**src/rtl/led_pattern_ctrl_pkg.sv**
```systemverilog
// Shared types and constants for the LED bar sequencer: modes, start patterns
// and the direction/phase encodings used by the pattern stepper.
package led_ctrl_pkg;

    localparam int N_LED = 10;

    typedef enum logic [1:0] {
        BOUNCE = 2'd0,
        CHASE  = 2'd1,
        FILL   = 2'd2,
        BLINK  = 2'd3
    } mode_e;

    localparam logic [N_LED-1:0] START_BOUNCE = 10'b1000000000;
    localparam logic [N_LED-1:0] START_CHASE  = 10'b0000000001;
    localparam logic [N_LED-1:0] START_FILL   = 10'b0000000000;
    localparam logic [N_LED-1:0] START_BLINK  = 10'b1111111111;

    localparam logic DIR_RIGHT   = 1'b0;
    localparam logic DIR_LEFT    = 1'b1;
    localparam logic PHASE_FILL  = 1'b0;
    localparam logic PHASE_CLEAR = 1'b1;

    function automatic mode_e next_mode(input mode_e m);
        return mode_e'(m + 2'd1);
    endfunction

    function automatic logic [N_LED-1:0] start_pattern(input mode_e m);
        case (m)
            BOUNCE:  return START_BOUNCE;
            CHASE:   return START_CHASE;
            FILL:    return START_FILL;
            default: return START_BLINK;
        endcase
    endfunction

endpackage

```
**src/rtl/led_pattern_ctrl_if.sv**
```systemverilog
// Board-side signal bundle of the LED sequencer: raw keys and speed switches in,
// LED bar, current mode and pause flag out. Plain levels, no handshake.
interface led_pattern_ctrl_if;
    import led_ctrl_pkg::*;

    logic             KEY_MODE;
    logic             KEY_PAUSE;
    logic [1:0]       SW;
    logic [N_LED-1:0] LEDR;
    logic [1:0]       MODE;
    logic             PAUSED;

    modport master (output KEY_MODE, KEY_PAUSE, SW, input LEDR, MODE, PAUSED);
    modport slave  (input KEY_MODE, KEY_PAUSE, SW, output LEDR, MODE, PAUSED);

endinterface

```
**src/rtl/led_pattern_ctrl_key_debounce.sv**
```systemverilog
// Two-flop synchronizer, level debouncer and press detector for one active-low key.
// o_press is a registered 1-cycle pulse on each accepted 1->0 debounced transition.
module key_debounce
    import led_ctrl_pkg::*;
#(
    parameter int DEBOUNCE_CYC = 1_000_000
) (
    input  logic i_clk,
    input  logic i_rst_n,
    input  logic i_key_n,
    output logic o_press
);

    localparam int             CW       = $clog2(DEBOUNCE_CYC + 1);
    localparam logic [CW-1:0]  CNT_LAST = CW'(DEBOUNCE_CYC - 1);

    logic          r_sync1;
    logic          r_sync2;
    logic          r_level;
    logic          r_press;
    logic [CW-1:0] r_cnt;

    // r_cnt counts consecutive cycles where the synchronized key disagrees with r_level.
    always_ff @(posedge i_clk) begin
        if (!i_rst_n) begin
            r_sync1 <= 1'b1;
            r_sync2 <= 1'b1;
            r_level <= 1'b1;
            r_press <= 1'b0;
            r_cnt   <= '0;
        end else begin
            r_sync1 <= i_key_n;
            r_sync2 <= r_sync1;
            r_press <= 1'b0;
            if (r_sync2 != r_level) begin
                if (r_cnt == CNT_LAST) begin
                    r_level <= r_sync2;
                    r_cnt   <= '0;
                    r_press <= ~r_sync2;
                end else begin
                    r_cnt <= r_cnt + CW'(1);
                end
            end else begin
                r_cnt <= '0;
            end
        end
    end

    assign o_press = r_press;

endmodule

```
**src/rtl/led_pattern_ctrl.sv**
```systemverilog
// LED bar sequencer: debounced mode/pause keys, switch-selected step rate and a
// four-mode pattern FSM driving the registered LEDR/MODE/PAUSED outputs.
module led_pattern_ctrl
    import led_ctrl_pkg::*;
#(
    parameter int TICK_LOG2    = 24,
    parameter int DEBOUNCE_CYC = 1_000_000
) (
    input  logic               CLOCK_50,
    input  logic               RESET_N,
    led_pattern_ctrl_if.slave  io_led
);

    mode_e                r_mode;
    logic [N_LED-1:0]     r_led;
    logic                 r_dir;
    logic                 r_phase;
    logic                 r_paused;
    logic [TICK_LOG2-1:0] r_tick_cnt;

    mode_e                w_mode_nxt;
    logic [N_LED-1:0]     w_led_nxt;
    logic                 w_dir_nxt;
    logic                 w_phase_nxt;
    logic                 w_paused_nxt;
    logic [TICK_LOG2-1:0] w_cnt_nxt;
    logic [TICK_LOG2-1:0] w_reload;
    logic [N_LED-1:0]     w_fill_shift;
    logic                 w_mode_press;
    logic                 w_pause_press;
    logic                 w_tick;

    key_debounce #(.DEBOUNCE_CYC(DEBOUNCE_CYC)) u_key_mode (
        .i_clk   (CLOCK_50),
        .i_rst_n (RESET_N),
        .i_key_n (io_led.KEY_MODE),
        .o_press (w_mode_press)
    );

    key_debounce #(.DEBOUNCE_CYC(DEBOUNCE_CYC)) u_key_pause (
        .i_clk   (CLOCK_50),
        .i_rst_n (RESET_N),
        .i_key_n (io_led.KEY_PAUSE),
        .o_press (w_pause_press)
    );

    // Period is 2^(TICK_LOG2-SW); the counter runs from period-1 down to 0.
    assign w_reload     = TICK_LOG2'((64'd1 << (TICK_LOG2 - int'(io_led.SW))) - 64'd1);
    assign w_tick       = (r_tick_cnt == '0) && !r_paused;
    assign w_fill_shift = {r_led[N_LED-2:0], ~r_phase};

    always_ff @(posedge CLOCK_50) begin
        if (!RESET_N) begin
            r_mode     <= BOUNCE;
            r_led      <= START_BOUNCE;
            r_dir      <= DIR_RIGHT;
            r_phase    <= PHASE_FILL;
            r_paused   <= 1'b0;
            r_tick_cnt <= '0;
        end else begin
            r_mode     <= w_mode_nxt;
            r_led      <= w_led_nxt;
            r_dir      <= w_dir_nxt;
            r_phase    <= w_phase_nxt;
            r_paused   <= w_paused_nxt;
            r_tick_cnt <= w_cnt_nxt;
        end
    end

    always_comb begin
        w_mode_nxt   = r_mode;
        w_led_nxt    = r_led;
        w_dir_nxt    = r_dir;
        w_phase_nxt  = r_phase;
        w_paused_nxt = r_paused;
        w_cnt_nxt    = r_tick_cnt;

        if (w_mode_press) begin
            // Mode entry overrides any tick or pause press in the same cycle.
            w_mode_nxt   = next_mode(r_mode);
            w_led_nxt    = start_pattern(w_mode_nxt);
            w_dir_nxt    = DIR_RIGHT;
            w_phase_nxt  = PHASE_FILL;
            w_paused_nxt = 1'b0;
            w_cnt_nxt    = w_reload;
        end else begin
            if (w_tick) begin
                w_cnt_nxt = w_reload;
                case (r_mode)
                    BOUNCE: begin
                        if (!$onehot(r_led)) begin
                            w_led_nxt = START_BOUNCE;
                            w_dir_nxt = DIR_RIGHT;
                        end else if (r_led[0]) begin
                            w_dir_nxt = DIR_LEFT;
                            w_led_nxt = r_led << 1;
                        end else if (r_led[N_LED-1]) begin
                            w_dir_nxt = DIR_RIGHT;
                            w_led_nxt = r_led >> 1;
                        end else begin
                            w_led_nxt = (r_dir == DIR_LEFT) ? (r_led << 1) : (r_led >> 1);
                        end
                    end
                    CHASE: begin
                        if (!$onehot(r_led))
                            w_led_nxt = START_CHASE;
                        else
                            w_led_nxt = {r_led[N_LED-2:0], r_led[N_LED-1]};
                    end
                    FILL: begin
                        w_led_nxt = w_fill_shift;
                        if (r_phase == PHASE_FILL && (&w_fill_shift))
                            w_phase_nxt = PHASE_CLEAR;
                        else if (r_phase == PHASE_CLEAR && (w_fill_shift == '0))
                            w_phase_nxt = PHASE_FILL;
                    end
                    default: w_led_nxt = ~r_led;
                endcase
            end else if (!r_paused) begin
                w_cnt_nxt = r_tick_cnt - TICK_LOG2'(1);
            end

            // Resuming restarts the step period from a fresh reload.
            if (w_pause_press) begin
                w_paused_nxt = ~r_paused;
                if (r_paused)
                    w_cnt_nxt = w_reload;
            end
        end
    end

    assign io_led.LEDR   = r_led;
    assign io_led.MODE   = r_mode;
    assign io_led.PAUSED = r_paused;

endmodule

```
**src/flat_wrapper.sv**
```systemverilog
// flat-port wrapper written by rule: the top's interface ports become plain ports
module led_pattern_ctrl_flat import led_ctrl_pkg::*;
#(
    parameter int TICK_LOG2    = 24,
    parameter int DEBOUNCE_CYC = 1_000_000
)
  (CLOCK_50, RESET_N, io_led_KEY_MODE, io_led_KEY_PAUSE, io_led_SW, io_led_LEDR, io_led_MODE, io_led_PAUSED);
  led_pattern_ctrl_if io_led_i ();
  input  logic CLOCK_50;
  input  logic RESET_N;
  input wire logic [$bits(io_led_i.KEY_MODE)-1:0] io_led_KEY_MODE;
  input wire logic [$bits(io_led_i.KEY_PAUSE)-1:0] io_led_KEY_PAUSE;
  input wire logic [$bits(io_led_i.SW)-1:0] io_led_SW;
  output wire logic [$bits(io_led_i.LEDR)-1:0] io_led_LEDR;
  output wire logic [$bits(io_led_i.MODE)-1:0] io_led_MODE;
  output wire logic [$bits(io_led_i.PAUSED)-1:0] io_led_PAUSED;
  assign io_led_i.KEY_MODE = io_led_KEY_MODE;
  assign io_led_i.KEY_PAUSE = io_led_KEY_PAUSE;
  assign io_led_i.SW = io_led_SW;
  assign io_led_LEDR = io_led_i.LEDR;
  assign io_led_MODE = io_led_i.MODE;
  assign io_led_PAUSED = io_led_i.PAUSED;
  led_pattern_ctrl #(.TICK_LOG2(TICK_LOG2), .DEBOUNCE_CYC(DEBOUNCE_CYC)) u_core (.CLOCK_50(CLOCK_50), .RESET_N(RESET_N), .io_led(io_led_i));
endmodule
```
**config.mk**
```make
export PLATFORM = sky130hd
export DESIGN_NAME = led_pattern_ctrl_flat
export DESIGN_NICKNAME = d
export VERILOG_FILES = /design/src/rtl/led_pattern_ctrl_pkg.sv /design/src/rtl/led_pattern_ctrl_if.sv /design/src/rtl/led_pattern_ctrl_key_debounce.sv /design/src/rtl/led_pattern_ctrl.sv /design/src/flat_wrapper.sv
export SDC_FILE = /design/constraint.sdc
export NUM_CORES = 1
export LEC_CHECK = 0
export ABC_AREA = 1
export BUFFER_PORTS_ARGS = -buffer_cell sky130_fd_sc_hd__buf_2
export CELL_PAD_IN_SITES_DETAIL_PLACEMENT = 0
export CELL_PAD_IN_SITES_GLOBAL_PLACEMENT = 1
export CORE_ASPECT_RATIO = 1.25
export CORE_UTILIZATION = 45
export CTS_BUF_LIST = sky130_fd_sc_hd__clkbuf_16
export DETAILED_ROUTE_END_ITERATION = 12
export PLACE_DENSITY = 0.86
export SYNTH_ARGS = -nofsm -noshare
export SYNTH_HDL_FRONTEND = slang
export SYNTH_SLANG_ARGS = --single-unit
```
**constraint.sdc**
```tcl
create_clock -name CLOCK_50 -period 4.7 [get_ports CLOCK_50]
set_input_delay 0.47 -clock CLOCK_50 [delete_from_list [all_inputs] [get_ports CLOCK_50]]
set_output_delay 0.47 -clock CLOCK_50 [all_outputs]
set_load 0.02 [all_outputs]
```
=== Word level (Yosys, flattened, before mapping) ===
Index checks and enable logic that the tools add are counted.
Widths: inputs -> output; s select.

* Magnitude comparators: 0
* Shift-type cells: 1
* Muxes and demuxes: 19
* Add/subtract/negate cells: 15
* Div/mod/pow operators: 0
* Equality and inequality tests: 10
* Bitwise gates (word level): 8
* Multipliers: 0
* Reduce and logical (&&, ||, !) cells: 20

{| class="wikitable"
|+ Operators with widths
! kind !! number
|-
| $mux 24 || 5
|-
| $mux 10 || 7
|-
| $pmux 10 s3 || 2
|-
| $sub 24x1->24 const B || 2
|-
| $add 20x1->20 const B || 2
|-
| $eq 20x20->1 const B || 2
|-
| $shl 1x32->24 const A || 1
|-
| $logic_not 24->1 || 1
|-
| $add 4x4->4 || 4
|-
| $reduce_and 3->1 || 4
|-
| $add 1x1->2 || 5
|-
| $logic_not 10->1 || 1
|-
| $not 10->10 || 1
|-
| $reduce_and 10->1 || 1
|-
| $not 1->1 || 7
|-
| $reduce_or 3->1 || 2
|-
| $sub 5x2->6 const A || 1
|-
| $mux 1 || 5
|-
| $eq 2x1->1 const B || 2
|-
| $eq 2x2->1 const B || 2
|-
| $eq 4x1->1 const B || 1
|-
| $logic_not 2->1 || 2
|-
| $reduce_and 2->1 || 2
|-
| $reduce_bool 2->1 || 2
|-
| other kinds (6) || 9
|}

* Word-level logic and storage cells: 89
* Input bits: 6
* RAM bits: 0
* Bits in read-only memories: 0
* Latch bits: 0
* Memories kept: 0
* Output and inout port bits: 13
* Register bits: 87

=== Depth between registers and ports, before layout ===
Gate-level depths: netlist (run 1).

* Depth after elaboration: 9
* Gate-level depth with buffers: 20
* Mapped depth without buffers: 20

=== Modules after synthesis ===
A second synthesis (run 1) with hierarchy kept.

* Cells, all modules: 742
* Area, all modules: 5139.9 µm²

{| class="wikitable"
|+ By module, submodules not included
! module !! instances !! cells each !! area each (µm²) !! seq. area each (µm²)
|-
| led_pattern_ctrl || 1 || 422 || 2830.2 || 780.7
|-
| key_debounce || 2 || 160 || 1154.9 || 480.5
|}

=== Worst setup path before layout (run 1) ===
OpenSTA, ideal clock, no wires.

* Kind: flip-flop to flip-flop
* From: register u_core.r_led[6] (netlist: u_core.io_led.LEDR[6])
* To: register u_core.r_led[1] (netlist: u_core.io_led.LEDR[1])
* Period minus slack after synthesis: 3.497 ns
* Path slack: 1.203 ns
* Cell stages (with the launch flop): 17
* Arrival: 3.375 ns
* Cells stage by stage: dfxtp_1 -> ha_1 -> inv_1 -> fa_1 -> fa_1 -> inv_1 -> fa_1 -> inv_1 -> fa_1 -> nand3_1 -> nor2_2 -> nand3_1 -> nand2_1 -> a21oi_1 -> nand2_1 -> nand2_1 -> a21oi_1

* Longest elaborated chain between the ends: 9

{| class="wikitable"
|+ Ends and longest elaborated chain
! item !! line !! text
|-
| start: declaration || led_pattern_ctrl.sv:15 || <nowiki>logic [N_LED-1:0] r_led;</nowiki>
|-
| start signal: assignment || led_pattern_ctrl.sv:62 || <nowiki>r_led <= w_led_nxt;</nowiki>
|-
| $add 1x1->2 (implied by the code) (*) || led_pattern_ctrl.sv:91, led_pattern_ctrl.sv:105 ||
|-
| $add 4x4->4 (implied by the code) (*) (3 in series) || led_pattern_ctrl.sv:91, led_pattern_ctrl.sv:105 ||
|-
| $eq 4x1->1 (*) || led_pattern_ctrl.sv:91, led_pattern_ctrl.sv:105 ||
|-
| $mux 10, on equally long branches || led_pattern_ctrl.sv:105, led_pattern_ctrl.sv:91 ||
|-
| $pmux 10 s3 (*) || led_pattern_ctrl.sv:89 || <nowiki>case (r_mode)</nowiki>
|-
| $mux 10 (*) || led_pattern_ctrl.sv:87 || <nowiki>if (w_tick) begin</nowiki>
|-
| $mux 10 (*) || led_pattern_ctrl.sv:78 || <nowiki>if (w_mode_press) begin</nowiki>
|}

Every way passes the cells marked *; elsewhere a longest branch is shown, timed or not. The select of a mux whose other input is x is not followed.
A chain may end at the register's enable or synchronous reset.

=== Final worst setup path (run 1) ===
* From: register u_core.r_led[1] (netlist: u_core.io_led.LEDR[1])
* To: register u_core.r_led[1] (netlist: u_core.io_led.LEDR[1])

* Longest elaborated chain between the ends: 9

{| class="wikitable"
|+ Ends and longest elaborated chain
! item !! line
|-
| $add 1x1->2 (implied by the code) || led_pattern_ctrl.sv:91, led_pattern_ctrl.sv:105
|-
| $add 4x4->4 (implied by the code) (3 in series) || led_pattern_ctrl.sv:91, led_pattern_ctrl.sv:105
|-
| $eq 4x1->1 || led_pattern_ctrl.sv:91, led_pattern_ctrl.sv:105
|-
| $mux 10, on equally long branches || led_pattern_ctrl.sv:105, led_pattern_ctrl.sv:91
|-
| $pmux 10 s3 (*) || led_pattern_ctrl.sv:89
|-
| $mux 10 (*) || led_pattern_ctrl.sv:87
|-
| $mux 10 (*) || led_pattern_ctrl.sv:78
|}

Marked as above.

==> results of run 1 <==
routing by layer:
layer	vias to the layer above	share of wire [%]
met5	-	0
met4	0	1.6
met3	14	3.5
met2	82	49
met1	2100	46
li1	2331	-
cells in the mapped netlist (2+ instances only):
master / n / area [sq um]
nor3_1: 21 / 105.1
xnor2_1: 7 / 61.31
nand3_1: 46 / 230.2
nor2_2: 13 / 81.33
nor4_2: 2 / 25.02
nand2_2: 5 / 31.28
inv_2: 3 / 11.26
buf_2: 2 / 10.01
nor2_4: 3 / 33.78
clkbuf_1: 7 / 26.28
nor4_1: 7 / 43.79
dfxtp_1: 87 / 1742
nand4_1: 12 / 75.07
fa_1: 6 / 120.1
o21ai_1: 2 / 10.01
buf_6: 2 / 22.52
or2_2: 9 / 56.30
nor3_2: 4 / 40.04
or2_1: 2 / 12.51
nor3b_1: 3 / 22.52
a21oi_1: 53 / 265.3
nand3_2: 3 / 30.03
inv_1: 92 / 345.3
xor2_1: 19 / 166.4
ha_1: 16 / 200.2
o21ai_0: 36 / 180.2
nand2_1: 145 / 544.3
nor2_1: 78 / 292.8
buf_4: 3 / 22.52
a31oi_1: 7 / 43.79
and3_1: 3 / 18.77
sequential cells by signal (all words and copies together), names as in the netlist:
signal and cells:
u_core.io_led.LEDR 10, u_core.r_dir 1, u_core.u_key_pause.r_sync2 1, u_core.u_key_pause.r_sync1 1, u_core.u_key_mode.r_level 1, u_core.u_key_pause.r_cnt 20
u_core.u_key_mode.r_cnt 20, u_core.u_key_pause.o_press 1, u_core.u_key_mode.r_sync1 1, u_core.io_led.PAUSED 1, u_core.u_key_pause.r_level 1, u_core.r_phase 1
u_core.u_key_mode.o_press 1, u_core.u_key_mode.r_sync2 1, u_core.io_led.MODE 2, u_core.r_tick_cnt 24
placed cells by master (no fill, tap or decap), types with 12 or more instances in the layout:
master and count:
xor2_1 19, a21oi_1 53, buf_2 18, nand3_1 46
ha_1 16, nand4_1 12, o21ai_0 36, nor2_1 78
nand2_1 145, dfxtp_1 87, nor2_2 13, nor3_1 21
inv_1 93
stage by stage:
| stage | hold slack (ps) | setup slack (ps) | total power, mW | utilization, % |
|---|---|---|---|---|
| 2_1_floorplan | 392.5 | 1203 | 2.270 | - |
| 3_3_place_gp | 398.0 | 1071 | 2.570 | 48.37 |
| 3_5_place_dp | 399.0 | 975.8 | 2.614 | 48.37 |
| 4_1_cts | 317.7 | 964.4 | 3.387 | 51.30 |
| 5_1_grt | 328.8 | 704.3 | 3.698 | 51.30 |
| 6_report | 320.0 | 947.9 | 3.358 | 51.30 |
worst reg2reg max path, delay by kind of cell (launching register included):
kind                     cells  cell delay [ps]
buffers and inverters        3              200
AND/OR/NAND/NOR              6              580
flip-flops                   1              520
AO/OA/AOI/OAI                2              260
adder cells (fa/ha/maj)      5             2060
power by group through the flow:
stage / Combinational (mW) / Sequential [mW] / Clock, mW
after global placement: 1.56 / 1.01 / 0
after global routing: 1.88 / 1.02 / 0.804
after CTS: 1.61 / 0.997 / 0.780
final: 1.60 / 1.00 / 0.760
after detailed placement: 1.60 / 1.01 / 0
after floorplan: 1.27 / 1.00 / 0
final timing paths:
path	from	end	slack, ps	cells after the start
worst min-delay path	io_led_KEY_PAUSE	u_core.u_key_pause.r_sync1	320	2
worst max register to register	u_core.io_led.LEDR[1]	u_core.io_led.LEDR[1]	950	16
worst min register to register	u_core.u_key_pause.r_sync1	u_core.u_key_pause.r_sync2	410	1
worst max-delay path	u_core.io_led.LEDR[1]	u_core.io_led.LEDR[1]	950	16
cells by family (layout without fill, tap and decap cells):
group | Yosys count | in the layout | share of synthesized area (%)
AOI/OAI and AO/OA | 103 | 103 | 10.91
and+or+nand+nor | 363 | 363 | 34.32
other | 1 | 2 | 0.07482
xor gates and xnor gates | 26 | 26 | 4.543
adders and majority gates | 22 | 22 | 6.390
buffers and inverters | 112 | 131 | 9.011
DFF | 87 | 87 | 34.75
area by class of cell:
cell class,count,area [sq um]
Clock inverter,7,88.84
Inverter,97,365.4
Clock buffer,9,225.2
Sequential cell,87,1742
Multi-Input combinational cell,516,2823
Fill cell,1108,5221
Timing Repair Buffer,18,90.09
Tap cell,132,165.2
==> qor.yml, run 1 <==
power:
  intPower_mw: 1.877
  switching_share_pct: 44.12
  p_comb_share_pct: 47.6
  p_per_area_nw_per_um2: 610.7
  power.leakage_nw: 2.358
  p_sw_mw: 1.482
  clockPowerShare_pct: 22.6
  ir_worst_vdd_uv: 341.7
  p_seq_share_pct: 29.8
routing:
  ant_nets: 0
  first_iter_violations: 194
  wirelength_mm: 11.14
  drc: 0
  wl_per_cell_microns: 12.86
  drt-pass1-iter-count: 4
  via_per_inst: 5.227
  vias: 4527
placement:
  dp_cells: 850
  gp_congestion: 0.8694
  dp_hpwl_mm: 8.059
  numPortBuffers: 18
  dpl_cell_area_sq_um: 5185
timing:
  setup_viol: 0
  max_clock_freq_mhz: 266.5
  tns_ps: 0
  fin_crit_sh_pct: 79.83
  slew_headroom_pct: 48.80
  hold_viol: 0
  slew_viol_final: 0
  rsz0062_at_grt: "no"
  worstMarginPinSlew_ps: 767.0
  finClkSkew_ps: 8.753
  min_period_ps: 3752
global_routing:
  top_usage_layer: "met2"
  grt_max_degree: 25
  antenna_found_initial: 0
  grt_pass1_wl_mm: 19.23
  met1_usage_pct: 25.99
  grt_use_met2_pct: 36.08
  grt_usage_pct: 21.03
  grt_pass1_vias: 4334
  grt_use_met3_pct: 2.915
  gr-total-overflow: 0
synthesis:
  ys_async_sr_fraction_pct: 0
  avgSynthCellArea_sq_um: 7.020
  synth_ff_type: "dfxtp_1"
  ys_ff_latch: 87
  ys_seq_area_share_pct: 34.75
  ys_types: 47
  ys_warn_count: 0
  synth_edf_count: 0
  syn_area_sq_um: 5012
  syn_inst: 714
min_path:
  hp-class: "input pin to flop"
floorplan:
  die_width_microns: 96.40
  coreArea_sq_um: 10720
  die-area_sq_um: 11570
  rows: 42
  io_pins: 19
  initial_core_util_pct: 46.76
  die_h_microns: 120.0
clock_tree:
  cts_tree: "yes"
  h-tree-depth: 3
  hold_buffers: 0
  cts_max_path_buffers: 2
  worstSkewPairLatency_ps: 340
  cts_setup_buffers: 0
  cts_root_buf: "clkbuf_16"
  cts_buffers: 9
  cts_num_sinks: 87
  ctsResizeCount: 0
  cts.clk_slew.worst_paths_ps: 60
setup_path:
  cp_slowest_cell: "dfxtp_1"
  max_stage_delay_ps: 520
  cpMostUsedCell: "fa_1"
  crit_path_cell_trace: "ha_1 > inv_1 > fa_1 > fa_1 > inv_1 > fa_1 > inv_1 > fa_1 > nand3_1 > nor2_2 > nand3_1 > nand2_1 > a21oi_1 > nand2_1 > nand2_1 > a21oi_1"
  worstSetupStartpointType: "flop"
  cp.required_ps: 4920
  critPathBufInv: 3
  critPathTopFamily: "adder cells"
  cp_max_fo: 9
  cp.arrival_ps: 3970
  end_kind: "flop"
  critical_path_class: "flop to flop"
final_layout:
  drive_gt1_share_pct: 11.04
  synthToLayoutAreaGrowth_pct: 9.710
  stdcell_count: 866
  n_antenna_cell: 0
  finalInstanceArea_sq_um: 5499
  nets: 757
outcome:
  status: "finished, final reports clean"
job:
  cap_violations: 0
Power figures use the tool's default switching activity.
==> run 2, diff against run 1 <==
--- a/config.mk
+++ b/config.mk
@@ -5,12 +5,12 @@
 export SDC_FILE = /design/constraint.sdc
 export NUM_CORES = 1
 export LEC_CHECK = 0
-export ABC_AREA = 1
+export ABC_AREA = 0
 export BUFFER_PORTS_ARGS = -buffer_cell sky130_fd_sc_hd__buf_2
 export CELL_PAD_IN_SITES_DETAIL_PLACEMENT = 0
 export CELL_PAD_IN_SITES_GLOBAL_PLACEMENT = 1
 export CORE_ASPECT_RATIO = 1.25
-export CORE_UTILIZATION = 45
+export CORE_UTILIZATION = 47
 export CTS_BUF_LIST = sky130_fd_sc_hd__clkbuf_16
 export DETAILED_ROUTE_END_ITERATION = 12
 export PLACE_DENSITY = 0.86
==> constraint.sdc (replaced) <==
create_clock -name CLOCK_50 -period 3.8 [get_ports CLOCK_50]
set_input_delay 0.38 -clock CLOCK_50 [delete_from_list [all_inputs] [get_ports CLOCK_50]]
set_output_delay 0.38 -clock CLOCK_50 [all_outputs]
set_load 0.02 [all_outputs]
==> run 2 against run 1 <==
Cell count is 24% lower. Maximum frequency grew 4.3%. Register-to-register slack got worse by 740 ps. Largest power group unchanged. Highest routed layer unchanged.
==> qor.yml, run 2 <==
timing:
  slew_viol_final: 0  # unchanged
  worstMarginPinSlew_ps: 1175  # +407.7 ps
  setup_viol: 0  # unchanged
  hold_viol: 0  # unchanged
  min_period_ps: 3596  # -156.0 ps
  tns_ps: 0  # unchanged
  slew_headroom_pct: 21.23  # -28 points
  max_clock_freq_mhz: 278.1  # +4.3%
  finClkSkew_ps: 5.113  # -3.640 ps
  rsz0062_at_grt: "no"
  whs_ps: 220.9  # -99.18 ps
  fin_crit_sh_pct: 94.63  # +15 points
clock_tree:
  cts_buffers: 9  # unchanged
  hold_buffers: 0  # unchanged
  cts_root_buf: "clkbuf_16"
  cts.clk_slew.worst_paths_ps: 60  # about the same
  h-tree-depth: 3  # unchanged
  worstSkewPairLatency_ps: 340  # about the same
  cts_max_path_buffers: 2  # unchanged
  cts_tree: "yes"
  cts_num_sinks: 87  # unchanged
synthesis:
  ys_async_sr_fraction_pct: 0  # unchanged
  synth_ff_type: "dfxtp_1"
  yosys.area.top_type: "dfxtp_1"
  synthTopCellsByArea: "dfxtp_1 39%, xnor2_1 7.3%, nor2_1 5.1%, xor2_1 4.9%, ha_1 4.5%"
  synth_edf_count: 0  # unchanged
  syn_inst: 511  # -28%
  synth_commonest_cells: "87 x dfxtp_1, 60 x nor2_1, 37 x xnor2_1"
  syn_area_sq_um: 4449  # -11%
  ys_ff_latch: 87  # unchanged
  ys_warn_count: 0  # unchanged
  yosysTopAreaCellShare_pct: 39.15  # +4.4 points
  ys_seq_area_share_pct: 39.15  # +4.4 points
  yosysMostFrequentCell: "dfxtp_1"
  ys_types: 55  # +17%
  avgSynthCellArea_sq_um: 8.707  # +24%
power:
  intPower_mw: 2.277  # +21%
  p_sw_mw: 1.473  # -0.60%
  power.leakage_nw: 1.805  # -23%
  p_seq_share_pct: 32.4  # +2.6 points
  switching_share_pct: 39.27  # -4.8 points
  ir_worst_vdd_uv: 491.1  # +44%
  clockPowerShare_pct: 21.2  # -1.4 points
  p_comb_share_pct: 46.4  # -1.2 points
  power.total_mw: 3.750  # +12%
  p_per_area_nw_per_um2: 751.6  # +23%
floorplan:
  io_pins: 19  # unchanged
  die-area_sq_um: 9862  # -15%
  rows: 39  # -7.1%
  die_width_microns: 89.03  # -7.6%
  die_h_microns: 110.8  # -7.7%
  coreArea_sq_um: 9174  # -14%
  initial_core_util_pct: 48.50  # +1.7 points
setup_path:
  cp.arrival_ps: 3810  # -160 ps
  end_kind: "flop"
  crit_start: "u_core.io_led.LEDR[8]"
  r2r_cells: 14  # -2
  worstReg2RegEnd: "u_core.io_led.LEDR[2]"
  cp_max_fo: 7  # -2
  cp_slowest_cell: "fa_1"
  worstSetupStartpointType: "flop"
  critPathTopFamily: "adder cells"
  r2r_slack_ps: 200  # -740 ps
  crit_path_cell_trace: "ha_1 > inv_1 > fa_1 > fa_1 > inv_1 > fa_1 > inv_1 > fa_1 > nand3b_1 > buf_4 > nor3_2 > buf_4 > a221oi_1 > a211oi_1"
  critPathBufInv: 5  # +2
  cp.required_ps: 4010  # -910 ps
  worstReg2RegStart: "u_core.io_led.LEDR[8]"
  critical_path_class: "flop to flop"
  max_stage_delay_ps: 510  # about the same
  cpMostUsedCell: "fa_1"
routing:
  via_per_inst: 5.549  # +6.2%
  first_iter_violations: 128  # -34%
  wirelength_mm: 8.870  # -20%
  vias: 3668  # -19%
  drc: 0  # unchanged
  ant_nets: 0  # unchanged
  wl_per_cell_microns: 13.42  # +4.3%
  drt-pass1-iter-count: 4  # unchanged
final_layout:
  regMostFlops: "u_core.r_tick_cnt"
  largest_reg_flops: 24  # unchanged
  drive_gt1_share_pct: 10.78  # -0.25 points
  biggestRegsByFlops: "u_core.r_tick_cnt x24, u_core.u_key_mode.r_cnt x20, u_core.u_key_pause.r_cnt x20"
  synthToLayoutAreaGrowth_pct: 12.15
  n_antenna_cell: 0  # unchanged
  nets: 561  # -26%
  final_cell_mix: "87 x dfxtp_1, 60 x nor2_1, 37 x xnor2_1"
  layout_commonest_cell: "dfxtp_1"
global_routing:
  gr-total-overflow: 0  # unchanged
  grt_pass1_vias: 3502  # -19%
  grt_max_degree: 29  # +16%
  antenna_found_initial: 0  # unchanged
  grt_usage_pct: 19.52  # -1.5 points
  grt_pass1_wl_mm: 15.30  # -20%
outcome:
  status: "finished, final reports clean"
placement:
  dp_hpwl_mm: 6.083  # -25%
  numPortBuffers: 18  # unchanged
  gp_congestion: 0.9749  # +12%
min_path:
  hold_depth: 2  # unchanged
  whs_endpoint: "u_core.u_key_pause.r_sync1"
  hp-start: "io_led_KEY_PAUSE"
  hp-class: "input pin to flop"
job:
  cap_violations: 0  # unchanged
[run 2: cell types whose count changed after synthesis, sizes merged, moves of 20 or more]
cell	previous run	this run
nand2	150	28
inv	95	25
nor2	94	60
xnor2	7	37
nand3	49	23
a21oi	54	33
o21ai	38	18
[run 2: metal layers]
metal / part of all wire (%) / vias to the layer above / track usage (%) / wire length (microns)
li1: - / 1835 / - / -
met1: 45 / 1729 / 23.46 / 4001
met2: 49 / 86 / 32.56 / 4319
met3: 3.9 / 18 / 3.276 / 342
met4: 2.3 / 0 / 10.48 / 207
met5: 0 / - / 0 / 0
[run 2: layout make-up]
class | count | area [sq um]
sequential | 87 | 1742
multi-input combinational | 380 | 2559
inverter | 26 | 97.59
timing repair buffer | 29 | 172.7
clock inverter | 7 | 40.04
fill | 899 | 4184
tap | 123 | 153.9
clock buffer | 9 | 225.2
[run 2: kinds of logic after synthesis]
| family | after synthesis | synth area share [%] |
|---|---|---|
| muxes | 4 | 0.9280 |
| other | 1 | 0.08428 |
| buffers and inverters | 45 | 4.106 |
| adders and majority gates | 22 | 7.199 |
| and+or+nand+nor | 208 | 25.06 |
| xor gates and xnor gates | 62 | 12.20 |
| AOI/OAI and AO/OA | 82 | 11.28 |
| DFF | 87 | 39.15 |
[run 2: how the worst max path moves through the flow]
stage	to	slack, ps	cells past startpoint
6_report	u_core.io_led.LEDR[2]	200	14
5_1_grt	u_core.io_led.LEDR[0]	20	13
3_3_place_gp	u_core.io_led.LEDR[4]	90	12
3_5_place_dp	u_core.io_led.LEDR[6]	-40	12
4_1_cts	u_core.io_led.LEDR[0]	80	13
2_1_floorplan	u_core.io_led.LEDR[0]	70	13
[run 2: power groups by stage]
stage | registers, mW | clock network (mW) | logic (mW)
CTS | 1.22 | 0.819 | 1.51
finish | 1.22 | 0.795 | 1.74
detailed placement | 1.23 | 0 | 1.50
global placement | 1.23 | 0 | 1.48
global route | 1.24 | 0.851 | 1.94
floorplan | 1.25 | 0 | 1.12
[run 2: per-stage QoR]
stage	utilization, %	setup WS (ps)	cells	cell area [sq um]
4_1_cts	53.87	84.48	658	4942
2_1_floorplan	-	73.27	512	4453
3_5_place_dp	50.93	-43.20	642	4672
3_3_place_gp	50.93	87.81	642	4672
5_1_grt	54.39	16.50	661	4990
6_report	54.39	203.9	661	4990
[run 2: repair_timing]
| action | in CTS | in global routing |
|---|---|---|
| endpoints found under the hold margin | 0 | 0 |
| setup buffers | 0 | 3 |
| gates resized for setup | 1 | 5 |
| setup endpoints to repair | 6 | 8 |
| pin swaps | 0 | 2 |
==> run 3, diff against run 2 <==
--- a/config.mk
+++ b/config.mk
@@ -13,7 +13,8 @@
 export CORE_UTILIZATION = 47
 export CTS_BUF_LIST = sky130_fd_sc_hd__clkbuf_16
 export DETAILED_ROUTE_END_ITERATION = 12
-export PLACE_DENSITY = 0.86
+export PLACE_DENSITY = 0.9
+export SKIP_LAST_GASP = 1
 export SYNTH_ARGS = -nofsm -noshare
 export SYNTH_HDL_FRONTEND = slang
 export SYNTH_SLANG_ARGS = --single-unit
==> run 3 against run 2 <==
Core utilization rose by 0.46 points. Non-clock buffer count decreased by 2. Via count shrank 0.68%. Die area is the same. Hold slack improved by 9.1 ps. Worst setup slack got worse by 88 ps. Largest power group unchanged. Critical path type unchanged. Cell count is 0.30% lower. Critical endpoint unchanged.
==> qor.yml, run 3 (synthesis gave the netlist of run 2 again) <==
outcome:
  status: "finished, final reports clean"
routing:
  ant_nets: 0  # unchanged
  wirelength_mm: 8.943  # +0.82%
  wl_per_cell_microns: 13.57  # +1.1%
  drt-pass1-iter-count: 4  # unchanged
  via_per_inst: 5.528  # -0.38%
  vias: 3643  # -0.68%
  first_iter_violations: 169  # +32%
  drc: 0  # unchanged
power:
  ir_worst_vdd_uv: 498.2  # +1.4%
  p_comb_share_pct: 43.4  # -3.0 points
  p_sw_mw: 1.505  # +2.2%
  power.leakage_nw: 1.818  # +0.69%
  intPower_mw: 2.320  # +1.9%
  power.total_mw: 3.825  # +2.0%
  switching_share_pct: 39.35  # +0.071 points
  p_seq_share_pct: 31.9  # -0.5 points
  clockPowerShare_pct: 24.7  # +3.5 points
  p_per_area_nw_per_um2: 760.0  # +1.1%
job:
  cap_violations: 0  # unchanged
global_routing:
  grt_pass1_wl_mm: 15.22  # -0.50%
  grt_max_degree: 29  # unchanged
  antenna_found_initial: 0  # unchanged
  gr-total-overflow: 0  # unchanged
  grt_pass1_vias: 3410  # -2.6%
  grt_usage_pct: 19.39  # -0.13 points
placement:
  gp_congestion: 0.8411  # -14%
  numPortBuffers: 18  # unchanged
  dp_hpwl_mm: 6.131  # +0.79%
clock_tree:
  cts.clk_slew.worst_paths_ps: 60  # about the same
  h-tree-depth: 3  # unchanged
  cts_tree: "yes"
  cts_num_sinks: 87  # unchanged
  cts_buffers: 9  # unchanged
  cts_root_buf: "clkbuf_16"
  worstSkewPairLatency_ps: 340  # about the same
  cts_max_path_buffers: 2  # unchanged
setup_path:
  worstSetupStartpointType: "flop"
  cp.required_ps: 4010  # about the same
  cp.arrival_ps: 3890  # +80 ps
  critical_path_class: "flop to flop"
  end_kind: "flop"
  cp_max_fo: 7  # unchanged
  r2r_slack_ps: 120  # -90 ps
timing:
  slew_headroom_pct: 22.85  # +1.6 points
  finClkSkew_ps: 7.303  # +2.190 ps
  slew_viol_final: 0  # unchanged
  fin_crit_sh_pct: 96.94  # +2.3 points
  max_clock_freq_mhz: 271.5  # -2.4%
  setup_viol: 0  # unchanged
  worstMarginPinSlew_ps: 1151  # -24.22 ps
  rsz0062_at_grt: "yes"
  hold_viol: 0  # unchanged
  tns_ps: 0  # unchanged
  min_period_ps: 3684  # +87.70 ps
final_layout:
  regMostFlops: "u_core.r_tick_cnt"
  layout_commonest_cell: "dfxtp_1"
  drive_gt1_share_pct: 11.01  # +0.23 points
  fillers: 882  # -1.9%
  final_cell_mix: "87 x dfxtp_1, 60 x nor2_1, 37 x xnor2_1"
  seq_area_sq_um: 1742  # unchanged
  nets: 559  # -0.36%
  biggestRegsByFlops: "u_core.r_tick_cnt x24, u_core.u_key_mode.r_cnt x20, u_core.u_key_pause.r_cnt x20"
  multiInputGateArea_sq_um: 2560  # about the same
  n_antenna_cell: 0  # unchanged
  synthToLayoutAreaGrowth_pct: 13.10
  largest_reg_flops: 24  # unchanged
min_path:
  hp-class: "input pin to flop"
floorplan:
  die_h_microns: 110.8  # unchanged
  die_width_microns: 89.03  # unchanged
  coreArea_sq_um: 9174  # unchanged
  io_pins: 19  # unchanged
  rows: 39  # unchanged
  die-area_sq_um: 9862  # unchanged
  initial_core_util_pct: 48.50  # unchanged
[run 3: worst paths after layout]
check | cells after the start | to | start
setup / recovery | 13 | u_core.io_led.LEDR[2] | u_core.io_led.LEDR[8]
hold / removal | 2 | u_core.u_key_pause.r_sync1 | io_led_KEY_PAUSE
setup reg to reg | 13 | u_core.io_led.LEDR[2] | u_core.io_led.LEDR[8]
hold reg to reg | 1 | u_core.u_key_pause.r_sync2 | u_core.u_key_pause.r_sync1
[run 3: cell type report]
class	count	share of cell area, %
multi-input cells	380	50.87
repair buffers	27	3.133
clock inverters	7	1.914
well taps	123	3.058
flip-flops and latches	87	34.61
inverters	26	1.939
clock buffers	9	4.475
[run 3: worst max-delay path, cell delays in order (launching register included)]
cell and delay (ps):
dfxtp_1 320, ha_1 270, inv_1 50, fa_1 500, fa_1 510, inv_1 50
fa_1 400, inv_1 80, fa_1 420, nand3b_1 290, nor3_1 120, buf_4 180
a221oi_1 270, a211oi_1 100
[run 3: what timing repair did]
action                                  CTS  global route
gates resized for setup                   1             5
hold buffers                              0             0
endpoints found under the setup margin    6             7
pin swaps                                 0             4
buffers inserted                          0             1
[run 3: per-layer routing]
| metal | global-route usage (%) | vias to the layer above | routed length, microns |
|---|---|---|---|
| met5 | 0 | - | 0 |
| met4 | 5.926 | 0 | 117 |
| met3 | 4.542 | 15 | 369 |
| met2 | 31.74 | 93 | 4313 |
| met1 | 25.06 | 1708 | 4143 |
| li1 | - | 1827 | - |
[run 3: power groups by stage]
stage / logic (mW) / registers (mW) / clock network (mW)
after floorplan: 1.12 / 1.25 / 0
after global placement: 1.48 / 1.23 / 0
after detailed placement: 1.54 / 1.24 / 0
after CTS: 1.55 / 1.22 / 0.958
after global routing: 1.82 / 1.25 / 1.01
final: 1.66 / 1.22 / 0.945
[run 3: metrics by stage]
stage	hold slack, ps	instance area, sq um	std cells	setup WS (ps)	utilization (%)
finish	229.9	5032	659	116.2	54.86
global route	241.8	5032	659	-22.73	54.86
CTS	228.5	4999	658	47.74	54.49
detailed placement	390.9	4672	642	-171.9	50.93
global placement	401.5	4672	642	44.97	50.93
floorplan	386.3	4453	512	73.27	-
